--- src/rtl/led_flow_sequencer_if.sv ---
// Pushbutton/switch inputs and decoder-facing outputs of the LED flow sequencer.
// The sequencer uses the slave side; the board/top level or bench uses the master side.
interface led_flow_sequencer_if;
    logic key_dir;
    logic key_pause;
    logic mode_bounce;
    logic a;
    logic b;
    logic c;
    logic step;
    logic dir;
    logic running;

    modport master (
        output key_dir, key_pause, mode_bounce,
        input  a, b, c, step, dir, running
    );

    modport slave (
        input  key_dir, key_pause, mode_bounce,
        output a, b, c, step, dir, running
    );
endinterface

--- src/rtl/led_flow_sequencer.sv ---
// Steps a single lit LED across 8 positions (wrap or bounce) at a prescaled rate,
// with debounced direction and pause pushbuttons.
module led_flow_sequencer #(
    parameter int CNT_MAX = 24_999_999,
    parameter int DEB_MAX = 999_999
) (
    input logic clk,
    input logic rst,
    led_flow_sequencer_if.slave bus
);

    localparam int CNT_W = (CNT_MAX > 0) ? $clog2(CNT_MAX + 1) : 1;
    localparam int DEB_W = (DEB_MAX > 0) ? $clog2(DEB_MAX + 1) : 1;
    localparam logic [CNT_W-1:0] CNT_TOP = CNT_W'(CNT_MAX);
    localparam logic [DEB_W-1:0] DEB_TOP = DEB_W'(DEB_MAX);

    // Key index 0 is the direction button, index 1 is the pause button.
    logic [1:0]            key_s1;
    logic [1:0]            key_s2;
    logic [1:0]            key_deb;
    logic [1:0]            key_press;
    logic [1:0][DEB_W-1:0] deb_cnt;
    logic                  mode_s1;
    logic                  mode_s2;

    logic [CNT_W-1:0] pre_cnt;
    logic             step_now;
    logic [2:0]       idx;
    logic [2:0]       idx_next;
    logic             dir_q;
    logic             dir_after_key;
    logic             dir_next;
    logic             running_q;
    logic             step_q;

    always_ff @(posedge clk) begin
        if (rst) begin
            key_s1  <= '0;
            key_s2  <= '0;
            mode_s1 <= 1'b0;
            mode_s2 <= 1'b0;
        end else begin
            key_s1  <= {bus.key_pause, bus.key_dir};
            key_s2  <= key_s1;
            mode_s1 <= bus.mode_bounce;
            mode_s2 <= mode_s1;
        end
    end

    // A differing level must persist DEB_MAX+1 clocks before it is accepted.
    always_ff @(posedge clk) begin
        if (rst) begin
            key_deb <= '0;
            deb_cnt <= '0;
        end else begin
            for (int k = 0; k < 2; k++) begin
                if (key_s2[k] == key_deb[k]) begin
                    deb_cnt[k] <= '0;
                end else if (deb_cnt[k] == DEB_TOP) begin
                    key_deb[k] <= key_s2[k];
                    deb_cnt[k] <= '0;
                end else begin
                    deb_cnt[k] <= deb_cnt[k] + DEB_W'(1);
                end
            end
        end
    end

    always_comb begin
        key_press = '0;
        for (int k = 0; k < 2; k++) begin
            key_press[k] = key_s2[k] && !key_deb[k] && (deb_cnt[k] == DEB_TOP);
        end
    end

    always_ff @(posedge clk) begin
        if (rst) begin
            pre_cnt <= '0;
        end else if (running_q) begin
            pre_cnt <= (pre_cnt == CNT_TOP) ? '0 : pre_cnt + CNT_W'(1);
        end
    end

    assign step_now = running_q && (pre_cnt == CNT_TOP);

    // A same-cycle dir press is applied before bounce reversal is evaluated.
    always_comb begin
        dir_after_key = dir_q ^ key_press[0];
        dir_next      = dir_after_key;
        idx_next      = idx;
        if (step_now) begin
            if (mode_s2 && !dir_after_key && (idx == 3'd7)) begin
                dir_next = 1'b1;
                idx_next = 3'd6;
            end else if (mode_s2 && dir_after_key && (idx == 3'd0)) begin
                dir_next = 1'b0;
                idx_next = 3'd1;
            end else if (dir_after_key) begin
                idx_next = idx - 3'd1;
            end else begin
                idx_next = idx + 3'd1;
            end
        end
    end

    always_ff @(posedge clk) begin
        if (rst) begin
            idx       <= 3'd0;
            dir_q     <= 1'b0;
            running_q <= 1'b1;
            step_q    <= 1'b0;
        end else begin
            idx       <= idx_next;
            dir_q     <= dir_next;
            running_q <= running_q ^ key_press[1];
            step_q    <= step_now;
        end
    end

    assign bus.a       = idx[2];
    assign bus.b       = idx[1];
    assign bus.c       = idx[0];
    assign bus.step    = step_q;
    assign bus.dir     = dir_q;
    assign bus.running = running_q;

endmodule

--- src/flat_wrapper.sv ---
// flat-port wrapper written by rule: the top's interface ports become plain ports
module led_flow_sequencer_flat 
#(
    parameter int CNT_MAX = 24_999_999,
    parameter int DEB_MAX = 999_999
)
  (clk, rst, bus_key_dir, bus_key_pause, bus_mode_bounce, bus_a, bus_b, bus_c, bus_step, bus_dir, bus_running);
  led_flow_sequencer_if bus_i ();
  input logic clk;
  input logic rst;
  input wire logic [$bits(bus_i.key_dir)-1:0] bus_key_dir;
  input wire logic [$bits(bus_i.key_pause)-1:0] bus_key_pause;
  input wire logic [$bits(bus_i.mode_bounce)-1:0] bus_mode_bounce;
  output wire logic [$bits(bus_i.a)-1:0] bus_a;
  output wire logic [$bits(bus_i.b)-1:0] bus_b;
  output wire logic [$bits(bus_i.c)-1:0] bus_c;
  output wire logic [$bits(bus_i.step)-1:0] bus_step;
  output wire logic [$bits(bus_i.dir)-1:0] bus_dir;
  output wire logic [$bits(bus_i.running)-1:0] bus_running;
  assign bus_i.key_dir = bus_key_dir;
  assign bus_i.key_pause = bus_key_pause;
  assign bus_i.mode_bounce = bus_mode_bounce;
  assign bus_a = bus_i.a;
  assign bus_b = bus_i.b;
  assign bus_c = bus_i.c;
  assign bus_step = bus_i.step;
  assign bus_dir = bus_i.dir;
  assign bus_running = bus_i.running;
  led_flow_sequencer #(.CNT_MAX(CNT_MAX), .DEB_MAX(DEB_MAX)) u_core (.clk(clk), .rst(rst), .bus(bus_i));
endmodule
--- config.mk ---
export PLATFORM = sky130hd
export DESIGN_NAME = led_flow_sequencer_flat
export DESIGN_NICKNAME = d
export VERILOG_FILES = /design/src/rtl/led_flow_sequencer_if.sv /design/src/rtl/led_flow_sequencer.sv /design/src/flat_wrapper.sv
export SDC_FILE = /design/constraint.sdc
export NUM_CORES = 1
export LEC_CHECK = 0
export ABC_AREA = 0
export BUFFER_PORTS_ARGS = -buffer_cell sky130_fd_sc_hd__buf_2
export CAP_MARGIN = 20
export CORE_AREA = 8 8 103 105
export CTS_BUF_LIST = sky130_fd_sc_hd__clkbuf_2
export DETAILED_ROUTE_END_ITERATION = 6
export DIE_AREA = 0 0 111 113
export PLACE_DENSITY = 0.52
export SLEW_MARGIN = 40
export SYNTH_ARGS = -nofsm -noshare
export SYNTH_HDL_FRONTEND = slang
export SYNTH_SLANG_ARGS = --single-unit
--- constraint.sdc ---
create_clock -name clk -period 4.2 [get_ports clk]
set_input_delay 0.21 -clock clk [delete_from_list [all_inputs] [get_ports clk]]
set_output_delay 0.21 -clock clk [all_outputs]
set_load 0.01 [all_outputs]
==> results of run 1 <==
logic make-up (layout without fill, tap and decap cells):
kind of cell	Yosys count	after routing
simple gates	198	198
flops	79	79
xor+xnor	62	62
buf+inv	20	39
compound gates	11	11
fa+ha+maj	6	6
mux	4	4
cell usage after synthesis:
cell type | count | share of area (%)
sky130_fd_sc_hd__buf_6 | 4 | 1.3
sky130_fd_sc_hd__inv_1 | 10 | 1.1
sky130_fd_sc_hd__mux2i_1 | 4 | 1.1
sky130_fd_sc_hd__and4_4 | 1 | 0.32
sky130_fd_sc_hd__and4bb_2 | 1 | 0.36
sky130_fd_sc_hd__and4_1 | 7 | 1.7
sky130_fd_sc_hd__a41oi_4 | 1 | 0.78
sky130_fd_sc_hd__nand4_2 | 1 | 0.36
sky130_fd_sc_hd__nor3b_1 | 2 | 0.43
sky130_fd_sc_hd__xor2_1 | 42 | 10
sky130_fd_sc_hd__nor4b_2 | 2 | 0.85
sky130_fd_sc_hd__a21oi_1 | 2 | 0.28
sky130_fd_sc_hd__nand4_1 | 8 | 1.4
sky130_fd_sc_hd__buf_8 | 1 | 0.43
sky130_fd_sc_hd__nand2_1 | 24 | 2.6
sky130_fd_sc_hd__xnor2_1 | 20 | 5.0
sky130_fd_sc_hd__nand2b_1 | 1 | 0.18
sky130_fd_sc_hd__or2_1 | 1 | 0.18
sky130_fd_sc_hd__o2111a_1 | 1 | 0.32
sky130_fd_sc_hd__nor4_1 | 4 | 0.71
sky130_fd_sc_hd__nor2b_1 | 8 | 1.4
sky130_fd_sc_hd__o21bai_1 | 1 | 0.21
sky130_fd_sc_hd__nor4_4 | 1 | 0.60
sky130_fd_sc_hd__nor2_1 | 75 | 8.0
sky130_fd_sc_hd__a311o_1 | 1 | 0.28
sky130_fd_sc_hd__o21ai_1 | 1 | 0.14
sky130_fd_sc_hd__dfxtp_1 | 79 | 45
sky130_fd_sc_hd__or3_1 | 1 | 0.18
sky130_fd_sc_hd__and3_4 | 2 | 0.64
sky130_fd_sc_hd__nor2_2 | 6 | 1.1
sky130_fd_sc_hd__buf_2 | 2 | 0.28
sky130_fd_sc_hd__and2_1 | 3 | 0.53
sky130_fd_sc_hd__o31ai_1 | 2 | 0.43
sky130_fd_sc_hd__nand3_1 | 29 | 4.1
sky130_fd_sc_hd__nor4b_1 | 4 | 0.99
sky130_fd_sc_hd__clkbuf_1 | 3 | 0.32
sky130_fd_sc_hd__nor3_1 | 5 | 0.71
sky130_fd_sc_hd__a21o_1 | 1 | 0.21
sky130_fd_sc_hd__nor4b_4 | 1 | 0.67
sky130_fd_sc_hd__a311oi_1 | 1 | 0.25
sky130_fd_sc_hd__and3_1 | 10 | 1.8
sky130_fd_sc_hd__nand4bb_1 | 1 | 0.32
sky130_fd_sc_hd__ha_1 | 6 | 2.1
power by group through the flow:
stage          Combinational, µW  Clock, µW  Sequential [µW]
2_1_floorplan               20.3          0              775
3_3_place_gp                22.8          0              776
3_5_place_dp                23.2          0              776
4_1_cts                     25.5        550              762
5_1_grt                     28.7        579              764
6_report                    24.7        527              761
cell type report:
cell class | instances | area share [%]
multi-input combinational | 281 | 47.6
clock inverter | 7 | 3.14
inverter | 10 | 0.981
timing repair buffer | 13 | 2.09
tap | 111 | 3.63
clock buffer | 9 | 1.18
sequential | 79 | 41.3
critical path, stage by stage (launching register included):
cell                       delay [ns]
sky130_fd_sc_hd__dfxtp_1         0.43
sky130_fd_sc_hd__ha_1            0.23
sky130_fd_sc_hd__and2_1          0.17
sky130_fd_sc_hd__nand4_1         0.21
sky130_fd_sc_hd__nor4b_4         0.41
sky130_fd_sc_hd__nor2_2          0.12
sky130_fd_sc_hd__xnor2_1         0.17
sky130_fd_sc_hd__ha_1            0.22
sky130_fd_sc_hd__nor2_1          0.07
sky130_fd_sc_hd__o2111a_1        0.14
sky130_fd_sc_hd__o31ai_1         0.19
sky130_fd_sc_hd__o31ai_1         0.10
stage by stage:
step           hold WS (ns)  setup WS [ns]  total power, µW  util, %  cell area (µm²)
6_report             0.0638           1.67             1310     42.6             3830
5_1_grt              0.0185           1.46             1370     42.6             3830
4_1_cts              0.0209           1.67             1340     42.6             3820
3_5_place_dp          0.421           1.71              799     40.4             3630
3_3_place_gp          0.417           1.73              799     40.4             3630
2_1_floorplan         0.282           1.99              795        -             3520
routing by layer:
| layer | GRT usage, % | up-vias | share of wire, % |
|---|---|---|---|
| met2 | 18.5 | 24 | 51 |
| met3 | 3.17 | 4 | 2.9 |
| met4 | 4.14 | 0 | 0.89 |
| li1 | - | 1298 | - |
| met5 | 0 | - | 0 |
| met1 | 11.1 | 1157 | 46 |
sequential cells by signal, summed over array words and instances, names as in the netlist, 2 cells and up:
signal	count
u_core.deb_cnt	40
u_core.pre_cnt	25
u_core.idx	3
u_core.key_deb	2
u_core.key_s1	2
u_core.key_s2	2
worst paths after layout:
| path | from | endpoint | cells past startpoint |
|---|---|---|---|
| setup reg to reg | u_core.deb_cnt[0] | u_core.idx[2] | 11 |
| hold / removal | rst | u_core.mode_s1 | 2 |
| setup / recovery | u_core.deb_cnt[0] | u_core.idx[2] | 11 |
| hold reg to reg | u_core.key_s1[0] | u_core.key_s2[0] | 1 |
==> impl_summary.md, run 1 <==
Status
The flow ran to the end, and the final reports show no timing, DRC or antenna violations.

Clock tree
The clock tree synthesis step divided the H-tree into 3 levels. The clock transition at the registers of the reported paths is 0.23 ns. The number of buffers created by CTS is 9. TritonCTS built the clock tree. The root cell of the clock tree is sky130_fd_sc_hd__clkbuf_2. The clock sink count is 79. The post-CTS repair timing setup buffer count is 0.

In this run, post-CTS repair resized a total of 0 instances. The clock passes through at most 2 buffers. Hold repair after CTS inserted 3 buffers. For the worst-skew pair, the clock arrives at the later sink with an insertion delay of 0.49 ns.

Power and ir drop
The share of power burned in the clock network is 40.1%. The static power due to leakage is 0.00134 µW. The analysis attributes to net switching a power of 288 µW. Dividing total power by cell area gives a power density of 343 mW/mm². In this run switching power makes up 21.9% of total power.

The worst-case vdd ir drop is 0.000192 V. The part of the power in combinational logic is 1.9%. The sequential group share of total power is 58.0%. The cell internal power dissipation is 1030 µW.

Cells and area
The area occupied by multi-input gates is 0.00182 mm². The top cell types in the final layout, fill and taps aside, are sky130_fd_sc_hd__dfxtp_1 (79), sky130_fd_sc_hd__nor2_1 (75), sky130_fd_sc_hd__xor2_1 (42), sky130_fd_sc_hd__nand3_1 (29), sky130_fd_sc_hd__nand2_1 (24). Leaving out fill and tap cells, the most frequent cell in the layout is sky130_fd_sc_hd__dfxtp_1. The non-filler instance count after layout is 510.

The area growth from synthesis to layout is 8.63%. The post-layout net count is 405. 0 antenna diodes ended up in the layout.

The total of fill cells in the finished design is 876. The share of final-layout standard cells stronger than drive strength 1 is 11.0%. The total area of sequential cells is 0.00158 mm².

Setup path
The setup slack of the most critical reg-to-reg path is 1.67 ns. Data arrives at the worst endpoint at 2.94 ns. The worst setup path is launched from a flip-flop. Of all nets on the critical path, the largest fanout is 5. The type of the setup path with the least slack is flip-flop to flip-flop. STA puts the critical path data required time at 4.61 ns. STA classifies the critical path endpoint as a flip-flop.

Drt
After the first detailed-routing iteration, the DRC count stood at 74. The count of nets left with antenna violations once routing finished came out at 0. The routed wire length is 5990 µm.

After detailed routing, the average wire length per cell comes to 11.7 µm. The mean number of vias per cell is 4.87. For this block, the via count after detailed routing is 2483. The final routed DRC violation total is 0. Before antenna repair, the detailed router went through 4 iterations.

Job
The number of violations of the max-capacitance limit is 0.

Die
The core region is 0.00898 mm². The floorplan step defined a die boundary enclosing 0.0125 mm². 11 I/O pins were placed.

In this run the core area contains 35 standard-cell rows. Once the floorplan was initialized, standard cells occupied 39.2% of the core. The die width is 111 µm.

The die outline height is 113 µm.

Synthesis
The simple-gate portion of the synthesized area is 30.1%. Sequential elements use 44.9% of the synthesized area. After synthesis, the share of cell area in mux cells is 1.14%. By area, the combinational part of the netlist is dominated by simple AND/OR/NAND/NOR gates. The mean cell area of the mapped netlist is 9.27 µm². The post-synthesis xor/xnor area fraction is 15.4%. The complex-gate fraction of the synthesized area is 2.91%.

The number of standard cells after synthesis is 380. The number of different library cells used by synthesis comes to 43. In this run the cell area of the synthesized design comes to 0.00352 mm². The synthesized netlist net count is 391. After Yosys synthesis, full adders, half adders and majority gates account for 2.13% of the synthesized area.

In this run, synthesis produced a sequential element count of 79. Yosys printed 0 warnings.

STA
For the finished layout, the period the worst path requires is 2.53 ns. The slew at the pin with the worst max-slew slack is 0.636 ns. Setup violations remaining at the end of the flow were counted as 0. The worst pin sits at a relative slew slack of 57.6%. Setup repair after global routing left no endpoint under its margin. The sum of negative setup slack is 0 ns. The part of the cycle the worst path needs is 60.3%. The number of hold violations in the final report came to 0. The number of max-slew violations in the final report is 0. Static timing analysis puts the maximum clock frequency at 395 MHz. The clock skew after layout is 0.0162 ns.

Hold path
The type of the worst min-delay path is input pin to flip-flop.

Place
The cell count after placement is 491. The post-DP HPWL is 4230 µm. Routability-driven placement finished with a final weighted congestion of 0.746. The number of port buffers is 10.

Global route
The total track usage is 10.3%. The global-route congestion overflow total is 0. Entering global routing, the biggest net connects 26 pins. The initial antenna violation count is 0. The number of global-route vias before repair was 2521. The global-route wire length before repair is 11000 µm.
No activity file was read; power rests on OpenSTA's default activity.
==> inputs of run 2 (changes only) <==
--- a/config.mk
+++ b/config.mk
@@ -5,14 +5,14 @@
 export SDC_FILE = /design/constraint.sdc
 export NUM_CORES = 1
 export LEC_CHECK = 0
-export ABC_AREA = 0
+export ABC_AREA = 1
 export BUFFER_PORTS_ARGS = -buffer_cell sky130_fd_sc_hd__buf_2
 export CAP_MARGIN = 20
-export CORE_AREA = 8 8 103 105
+export CORE_AREA = 8 8 108 110
 export CTS_BUF_LIST = sky130_fd_sc_hd__clkbuf_2
 export DETAILED_ROUTE_END_ITERATION = 6
-export DIE_AREA = 0 0 111 113
-export PLACE_DENSITY = 0.52
+export DIE_AREA = 0 0 116 118
+export PLACE_DENSITY = 0.53
 export SLEW_MARGIN = 40
 export SYNTH_ARGS = -nofsm -noshare
 export SYNTH_HDL_FRONTEND = slang
==> constraint.sdc (replaced) <==
create_clock -name clk -period 2.3 [get_ports clk]
set_input_delay 0.115 -clock clk [delete_from_list [all_inputs] [get_ports clk]]
set_output_delay 0.115 -clock clk [all_outputs]
set_load 0.01 [all_outputs]
==> run 2 against run 1 <==
Compared with the run above:
- routed wire length is 27% higher
- utilization increased by 0.46 points
- synthesized cell count is 39% higher
- first-iteration DRC count increased by 140%
- combinational power rose to 2.5 times the previous value
- sequential share of layout area down 4.6 points
- clock-buffer cell count rose by 1
- critical endpoint unchanged
- largest cell class unchanged
- highest routed layer unchanged
==> impl_summary.md, run 2 <==
Synthesis
The synthesized netlist net count is 539 (+38%). The total number of yosys warnings is 0 (unchanged). The number of register bits inferred by synthesis came to 79 (unchanged). The proportion of synthesized chip area in sequential cells was 41.0% (-3.9 points). The count of cell types in the netlist came to 38 (-12%).

The most used flip-flop cell after synthesis is sky130_fd_sc_hd__dfxtp_1. The number of synthesized flops with an enable pin was 0 (unchanged). The post-synth design cell area is 0.00386 mm² (+9.6%). Summed over all instances, the cell type with the most area after synthesis is sky130_fd_sc_hd__dfxtp_1. In the post-synthesis netlist, the biggest area contributors are sky130_fd_sc_hd__dfxtp_1 (41%), sky130_fd_sc_hd__nand2_1 (7.8%), sky130_fd_sc_hd__nor2_1 (7.8%). The top cell type's share of synthesized area came to 41.0% (-3.9 points). The mean cell area of the mapped netlist is 7.31 µm² (-21%). By count the netlist is led by sky130_fd_sc_hd__nand2_1 (80), sky130_fd_sc_hd__nor2_1 (80), sky130_fd_sc_hd__dfxtp_1 (79), sky130_fd_sc_hd__inv_1 (77), sky130_fd_sc_hd__a21oi_1 (34). The number of standard cells after synthesis is 528 (+39%). The async set-or-reset flop fraction in the synthesized netlist came to 0% (unchanged).

Place
The global placer's final weighted congestion is 0.811 (+8.8%). The post-DP HPWL is 5800 µm (+37%). The number of port buffers was 10 (unchanged).

Power and ir drop
The total power divided by cell area came to 559 mW/mm² (+63%). The static power due to leakage is 0.00161 µW (+21%). The fraction of power spent switching nets is 22.0% (+0.079 points). The part of the power in combinational logic is 2.6% (+0.7 points). The switching power total is 530 µW (+84%). The share of power burned in the clock network is 39.8% (-0.3 points).

The worst-case vdd ir drop was 0.000292 V (+52%). The power after layout is 2410 µW (+84%). The cell internal power dissipation was 1880 µW (+83%). The sequential group share of total power is 57.6% (-0.4 points).

STA
The highest clock rate is 498 MHz (+26%). The clock skew after layout was 0.0292 ns (+0.0130 ns). The number of hold violations in the final report came to 0 (unchanged). The final critical delay including setup and external delays is 2.01 ns (-0.523 ns). The sum of negative setup slack is 0 ns (unchanged). The final-report setup violation count is 0 (unchanged). The slew at the pin with the worst max-slew slack is 0.541 ns (-0.0953 ns). Setup repair after global routing left no endpoint under its margin. The worst-case hold slack was 0.418 ns (+0.354 ns).

The worst slew margin relative to its limit is 63.9% (+6.3 points). The number of max-slew violations in the final report is 0 (unchanged). The part of the cycle the worst path needs was 87.3% (+27 points).

Cells and area
The flip-flop count of the largest register after layout was 40 (unchanged). The largest registers in the layout are u_core.deb_cnt (40), u_core.pre_cnt (25), u_core.idx (3). The final core area utilization is 43.1% (+0.46 points). The share of final-layout standard cells stronger than drive strength 1 came to 12.5% (+1.5 points). The number of diodes added for antenna fixing is 0 (unchanged). The post-synthesis to final-layout area growth is 11.6%.

In the layout the commonest cells are sky130_fd_sc_hd__nor2_1 (80), sky130_fd_sc_hd__nand2_1 (80), sky130_fd_sc_hd__dfxtp_1 (79), sky130_fd_sc_hd__inv_1 (77), sky130_fd_sc_hd__a21oi_1 (34). The post-layout net count is 564 (+39%). u_core.deb_cnt holds more flip-flops than any other register.

Setup path
The data arrival at the endpoint of the critical path is 2.44 ns (-0.50 ns). The critical path data required time came to 2.73 ns (-1.88 ns). The nature of the critical path endpoint is a flip-flop. The maximum fanout count along the critical path is 5 (unchanged). The worst setup path is of the flip-flop to flip-flop kind. The type of element launching the critical path is a flip-flop.

Global route
The global-route congestion overflow total was 0 (unchanged). The largest net degree at the start of global routing came to 18 (-31%). The global-route wire length before repair is 14000 µm (+27%). The number of global-route vias before repair is 3179 (+26%).

The total track usage was 12.4% (+2.1 points). The initial antenna violation count came to 0 (unchanged).

Drt
The final routed DRC violation total came to 0 (unchanged). The mean routed wirelength per cell is 11.0 µm (-6.5%). The total via count after detailed routing came to 3350 (+35%). The total length of routed met2 wires is 3460 µm (+14%). The count of routing violations after the opening detailed-route iteration is 176 (+140%).

The mean number of vias per cell is 4.83 (-0.85%). The remaining antenna violation count after routing is 0 (unchanged). The uppermost layer routed is met4. The met3 wire length is 181 µm (+5.2%). The met1 wire length is 3800 µm (+39%). The number of detailed-routing iterations run before antenna repair is 5 (+1).

The routed wire length is 7620 µm (+27%).

Die
The overall die area came to 0.0137 mm² (+9.1%). The number of top-level pins is 11 (unchanged). The die width was 116 µm (+4.5%).

The site row count was 37 (+5.7%). The total core area is 0.0100 mm² (+11%). The starting utilization of the core area came to 38.6% (-0.62 points). The die outline height is 118 µm (+4.4%).

Clock tree
The root cell of the clock tree is sky130_fd_sc_hd__clkbuf_2. The clock transition at the registers of the reported paths came to 0.22 ns (about the same). The number of buffers created by CTS came to 9 (unchanged).

The number of buffers added to fix hold violations after cts is 7 (+4). The clock sink count is 79 (unchanged). The clock insertion delay at the later pin of the skew report was 0.54 ns (+0.05 ns). The post-CTS repair timing setup buffer count is 0 (unchanged). The number of gates given a new drive strength after cts is 0 (unchanged). The H-tree depth came to 3 (unchanged). The clock tree buffer depth is 2 (unchanged). TritonCTS built the clock tree.

Job
The number of violations of the max-capacitance limit came to 0 (unchanged).

Hold path
The type of the worst min-delay path is flip-flop to flip-flop.

Status
The run finished with clean final reports.
==> run 2: cell types whose count changed after synthesis, moves of 11 or more <==
cell / delta
sky130_fd_sc_hd__inv_1: +67
sky130_fd_sc_hd__nand2_1: +56
sky130_fd_sc_hd__xor2_1: -33
sky130_fd_sc_hd__a21oi_1: +32
sky130_fd_sc_hd__nor3_1: +18
sky130_fd_sc_hd__xnor2_1: -16
sky130_fd_sc_hd__o21a_1: +11
==> run 2: power groups by stage <==
| stage | Combinational, µW | Sequential (µW) | Clock, µW |
|---|---|---|---|
| after floorplan | 40.0 | 1410 | 0 |
| after global placement | 53.7 | 1420 | 0 |
| after detailed placement | 54.2 | 1420 | 0 |
| after CTS | 63.2 | 1390 | 1000 |
| after global routing | 69.8 | 1390 | 1060 |
| final | 62.4 | 1390 | 959 |
==> run 2: worst paths after layout <==
path	cells past startpoint	slack, ns	from	endpoint
max	13	0.29	u_core.deb_cnt[0]	u_core.idx[2]
min	2	0.42	u_core.mode_s1	u_core.mode_s2
max reg2reg	13	0.29	u_core.deb_cnt[0]	u_core.idx[2]
min reg2reg	2	0.42	u_core.mode_s1	u_core.mode_s2
==> run 2: logic make-up after synthesis <==
family	count (synthesis)	synth area share, %
flops	79	41.0
fa+ha+maj	6	1.94
buf+inv	88	8.81
compound gates	68	10.4
xor+xnor	13	2.95
simple gates	274	35.0
==> run 2: area by class of cell <==
cell class,instances,area [µm²]
flip-flops and latches,79,1580
clock buffers,10,50.0
fillers,1054,5690
clock inverters,6,109
inverters,80,300
multi-input cells,361,1940
repair buffers,22,158
well taps,136,170
==> run 2: critical path, stage by stage, from the launching register on <==
cell and delay [ns]:
sky130_fd_sc_hd__dfxtp_1 0.40, sky130_fd_sc_hd__ha_1 0.21, sky130_fd_sc_hd__nand3_2 0.14, sky130_fd_sc_hd__nor2_1 0.13, sky130_fd_sc_hd__nand4_1 0.12, sky130_fd_sc_hd__nand2_1 0.10
sky130_fd_sc_hd__nand2_1 0.12, sky130_fd_sc_hd__xnor2_1 0.16, sky130_fd_sc_hd__inv_1 0.05, sky130_fd_sc_hd__ha_1 0.18, sky130_fd_sc_hd__a21oi_1 0.12, sky130_fd_sc_hd__nand2_1 0.07
sky130_fd_sc_hd__nand3_1 0.06, sky130_fd_sc_hd__a21oi_1 0.06
==> run 2: per-stage QoR <==
step           cell area, µm²  setup slack [ns]  instances
6_report                 4310             0.293        694
5_1_grt                  4310            0.0131        694
4_1_cts                  4310             0.268        694
3_5_place_dp             4080             0.303        671
3_3_place_gp             4080             0.377        671
2_1_floorplan            3860             0.514        528
==> run 2: routing by layer <==
| layer | global-route usage [%] | vias to the layer above |
|---|---|---|
| li1 | - | 1767 |
| met1 | 15.4 | 1534 |
| met2 | 19.8 | 35 |
| met3 | 2.26 | 14 |
| met4 | 6.57 | 0 |
| met5 | 0 | - |
==> inputs of run 3 (changes only) <==
--- a/config.mk
+++ b/config.mk
@@ -8,11 +8,11 @@
 export ABC_AREA = 1
 export BUFFER_PORTS_ARGS = -buffer_cell sky130_fd_sc_hd__buf_2
 export CAP_MARGIN = 20
-export CORE_AREA = 8 8 108 110
+export CORE_AREA = 8 8 91 93
 export CTS_BUF_LIST = sky130_fd_sc_hd__clkbuf_2
 export DETAILED_ROUTE_END_ITERATION = 6
-export DIE_AREA = 0 0 116 118
-export PLACE_DENSITY = 0.53
+export DIE_AREA = 0 0 99 101
+export PLACE_DENSITY = 0.73
 export SLEW_MARGIN = 40
 export SYNTH_ARGS = -nofsm -noshare
 export SYNTH_HDL_FRONTEND = slang
==> run 3 against run 2 <==
Compared with the run above:
- fmax down 0.24%
- design area down 2.7%
- setup slack worse by 0.0049 ns
- clock skew down 0.015 ns
- sequential power about the same
- hold slack about the same
- largest power group unchanged
- critical endpoint unchanged
- clock power down 19%
- combinational power down 3%
- die area down 27%
- via count down 3.2%
- utilization up 17 points
==> impl_summary.md, run 3 (synthesis results as in run 2) <==
Status
The flow ran to the end, and the final reports show no timing, DRC or antenna violations.

Clock tree
The H-tree depth is 3 (unchanged). The number of buffers created by CTS is 9 (unchanged). The clock transition at the registers of the reported paths was 0.23 ns (about the same). The tree is rooted in a sky130_fd_sc_hd__clkbuf_2. The clock tree buffer depth is 2 (unchanged). TritonCTS built the clock tree.

The clock insertion delay at the later pin of the skew report came to 0.51 ns (-0.03 ns). The clock sink count is 79 (unchanged).

Power and ir drop
The sequential group share of total power is 62.5% (+4.9 points). The switching power total is 552 µW (+4.0%). The fraction of power spent switching nets is 24.8% (+2.8 points). The total power divided by cell area came to 531 mW/mm² (-5.1%). The part of the power in combinational logic is 2.7% (about the same). The share of power burned in the clock network was 34.8% (-5.0 points). The worst-case vdd ir drop is 0.000356 V (+22%). The static power due to leakage is 0.00158 µW (-1.9%). The cell internal power dissipation came to 1670 µW (-11%).

Cells and area
The register with the most flip-flops is u_core.deb_cnt. The flip-flop count of the largest register after layout came to 40 (unchanged). The largest registers in the layout are u_core.deb_cnt (40), u_core.pre_cnt (25), u_core.idx (3). In the layout the commonest cells are sky130_fd_sc_hd__nor2_1 (80), sky130_fd_sc_hd__nand2_1 (80), sky130_fd_sc_hd__dfxtp_1 (79), sky130_fd_sc_hd__inv_1 (77), sky130_fd_sc_hd__a21oi_1 (34).

The share of final-layout standard cells stronger than drive strength 1 is 12.2% (-0.31 points). The final core area utilization is 60.4% (+17 points). The number of diodes added for antenna fixing is 0 (unchanged).

Relative to the synthesized area, the layout overhead comes to 8.59%. The post-layout net count came to 562 (-0.35%).

Die
The overall die area came to 0.0100 mm² (-27%). The starting utilization of the core area came to 55.6% (+17 points). The number of top-level pins came to 11 (unchanged). The die width is 99 µm (-15%). The site row count is 31 (-16%). The die outline height is 101 µm (-14%).

The total core area is 0.00694 mm² (-31%).

Setup path
The critical path data required time is 2.71 ns (-0.02 ns). The nature of the critical path endpoint is a flip-flop. The data arrival at the endpoint of the critical path came to 2.43 ns (about the same).

The path depth of the worst reg2reg path came to 13 (unchanged). STA classifies the critical path startpoint as a flip-flop. The maximum fanout count along the critical path was 5 (unchanged).

The type of the setup path with the least slack is flip-flop to flip-flop.

STA
The slew at the pin with the worst max-slew slack was 0.329 ns (-0.212 ns). The highest clock rate came to 497 MHz (-0.24%). The sum of negative setup slack came to 0 ns (unchanged). The worst slew margin relative to its limit is 77.9% (+14 points). The part of the cycle the worst path needs is 87.5% (+0.21 points).

The number of hold violations in the final report is 0 (unchanged). The final-report setup violation count is 0 (unchanged). The number of max-slew violations in the final report is 0 (unchanged). The clock skew after layout is 0.0145 ns (-0.0147 ns).

Setup repair after global routing left no endpoint under its margin. The final critical delay including setup and external delays came to 2.01 ns (+0.00490 ns).

Place
The post-DP HPWL is 5400 µm (-6.8%). The number of port buffers is 10 (unchanged). The global placer's final weighted congestion came to 0.864 (+6.5%).

Hold path
The number of cells on the worst hold path is 2 (unchanged). The tightest min-delay check is of the flip-flop to flip-flop type.

Drt
The final routed DRC violation total is 0 (unchanged). The count of routing violations after the opening detailed-route iteration is 196 (+11%). The mean routed wirelength per cell is 11.3 µm (+3.2%).

The remaining antenna violation count after routing is 0 (unchanged). The routed wire length was 7230 µm (-5.2%). The total via count after detailed routing is 3243 (-3.2%). The mean number of vias per cell is 5.08 (+5.3%). The number of detailed-routing iterations run before antenna repair is 4 (-1).

Global route
The initial antenna violation count is 0 (unchanged). The total track usage is 15.5% (+3.1 points). The global-route congestion overflow total came to 0 (unchanged).

The global-route wire length before repair is 12800 µm (-8.3%). The largest net degree at the start of global routing is 21 (+3). The number of global-route vias before repair is 3035 (-4.5%).

Job
The number of violations of the max-capacitance limit is 0 (unchanged).
-- run 3: path summary, 6_finish.rpt --
check	start	to	slack (ns)
setup / recovery	u_core.deb_cnt[0]	u_core.idx[2]	0.29
hold / removal	u_core.mode_s1	u_core.mode_s2	0.42
setup reg to reg	u_core.deb_cnt[0]	u_core.idx[2]	0.29
hold reg to reg	u_core.mode_s1	u_core.mode_s2	0.42
-- run 3: layout make-up --
| type | instances | area [µm²] |
|---|---|---|
| fillers | 626 | 2750 |
| multi-input cells | 361 | 1940 |
| clock buffers | 9 | 45.0 |
| well taps | 82 | 103 |
| repair buffers | 20 | 143 |
| flip-flops and latches | 79 | 1580 |
| clock inverters | 7 | 81.3 |
| inverters | 80 | 300 |
-- run 3: through the flow --
step	power (µW)	area (µm²)	cells	setup slack, ns	hold WS (ns)
floorplan	1450	3860	528	0.514	0.222
global placement	1470	4000	615	0.410	0.320
detailed placement	1470	4000	615	0.316	0.328
CTS	2250	4190	638	0.312	0.419
global route	2330	4190	638	0.0904	0.445
finish	2230	4190	638	0.288	0.418
-- run 3: power groups by stage --
| stage | Clock, µW | Sequential, µW | Combinational, µW |
|---|---|---|---|
| 5_1_grt | 866 | 1390 | 69.5 |
| 3_3_place_gp | 0 | 1420 | 51.0 |
| 4_1_cts | 796 | 1390 | 61.4 |
| 3_5_place_dp | 0 | 1420 | 52.0 |
| 6_report | 775 | 1390 | 60.8 |
| 2_1_floorplan | 0 | 1410 | 40.0 |
-- run 3: repair_timing --
action                                 in CTS  in global routing
setup buffers                               0                  0
endpoints found under the hold margin      13                  0
hold buffers                                7                  0
gates resized for setup                     0                  0
-- run 3: worst max-delay path, cell delays in order, from the launching register on --
cell and delay [ns]:
sky130_fd_sc_hd__dfxtp_1 0.40, sky130_fd_sc_hd__ha_1 0.21, sky130_fd_sc_hd__nand3_2 0.14, sky130_fd_sc_hd__nor2_1 0.12, sky130_fd_sc_hd__nand4_1 0.11, sky130_fd_sc_hd__nand2_1 0.09
sky130_fd_sc_hd__nand2_1 0.13, sky130_fd_sc_hd__xnor2_1 0.16, sky130_fd_sc_hd__inv_1 0.06, sky130_fd_sc_hd__ha_1 0.19, sky130_fd_sc_hd__a21oi_1 0.13, sky130_fd_sc_hd__nand2_1 0.07
sky130_fd_sc_hd__nand3_1 0.06, sky130_fd_sc_hd__a21oi_1 0.06
-- run 3: metal layers --
metal,global-route usage (%),wire length [µm],vias to the layer above
met5,0,0,-
met1,18.8,3570,1441
met2,26.2,3420,29
met4,6.73,78,0
met3,2.76,161,9
li1,-,-,1764
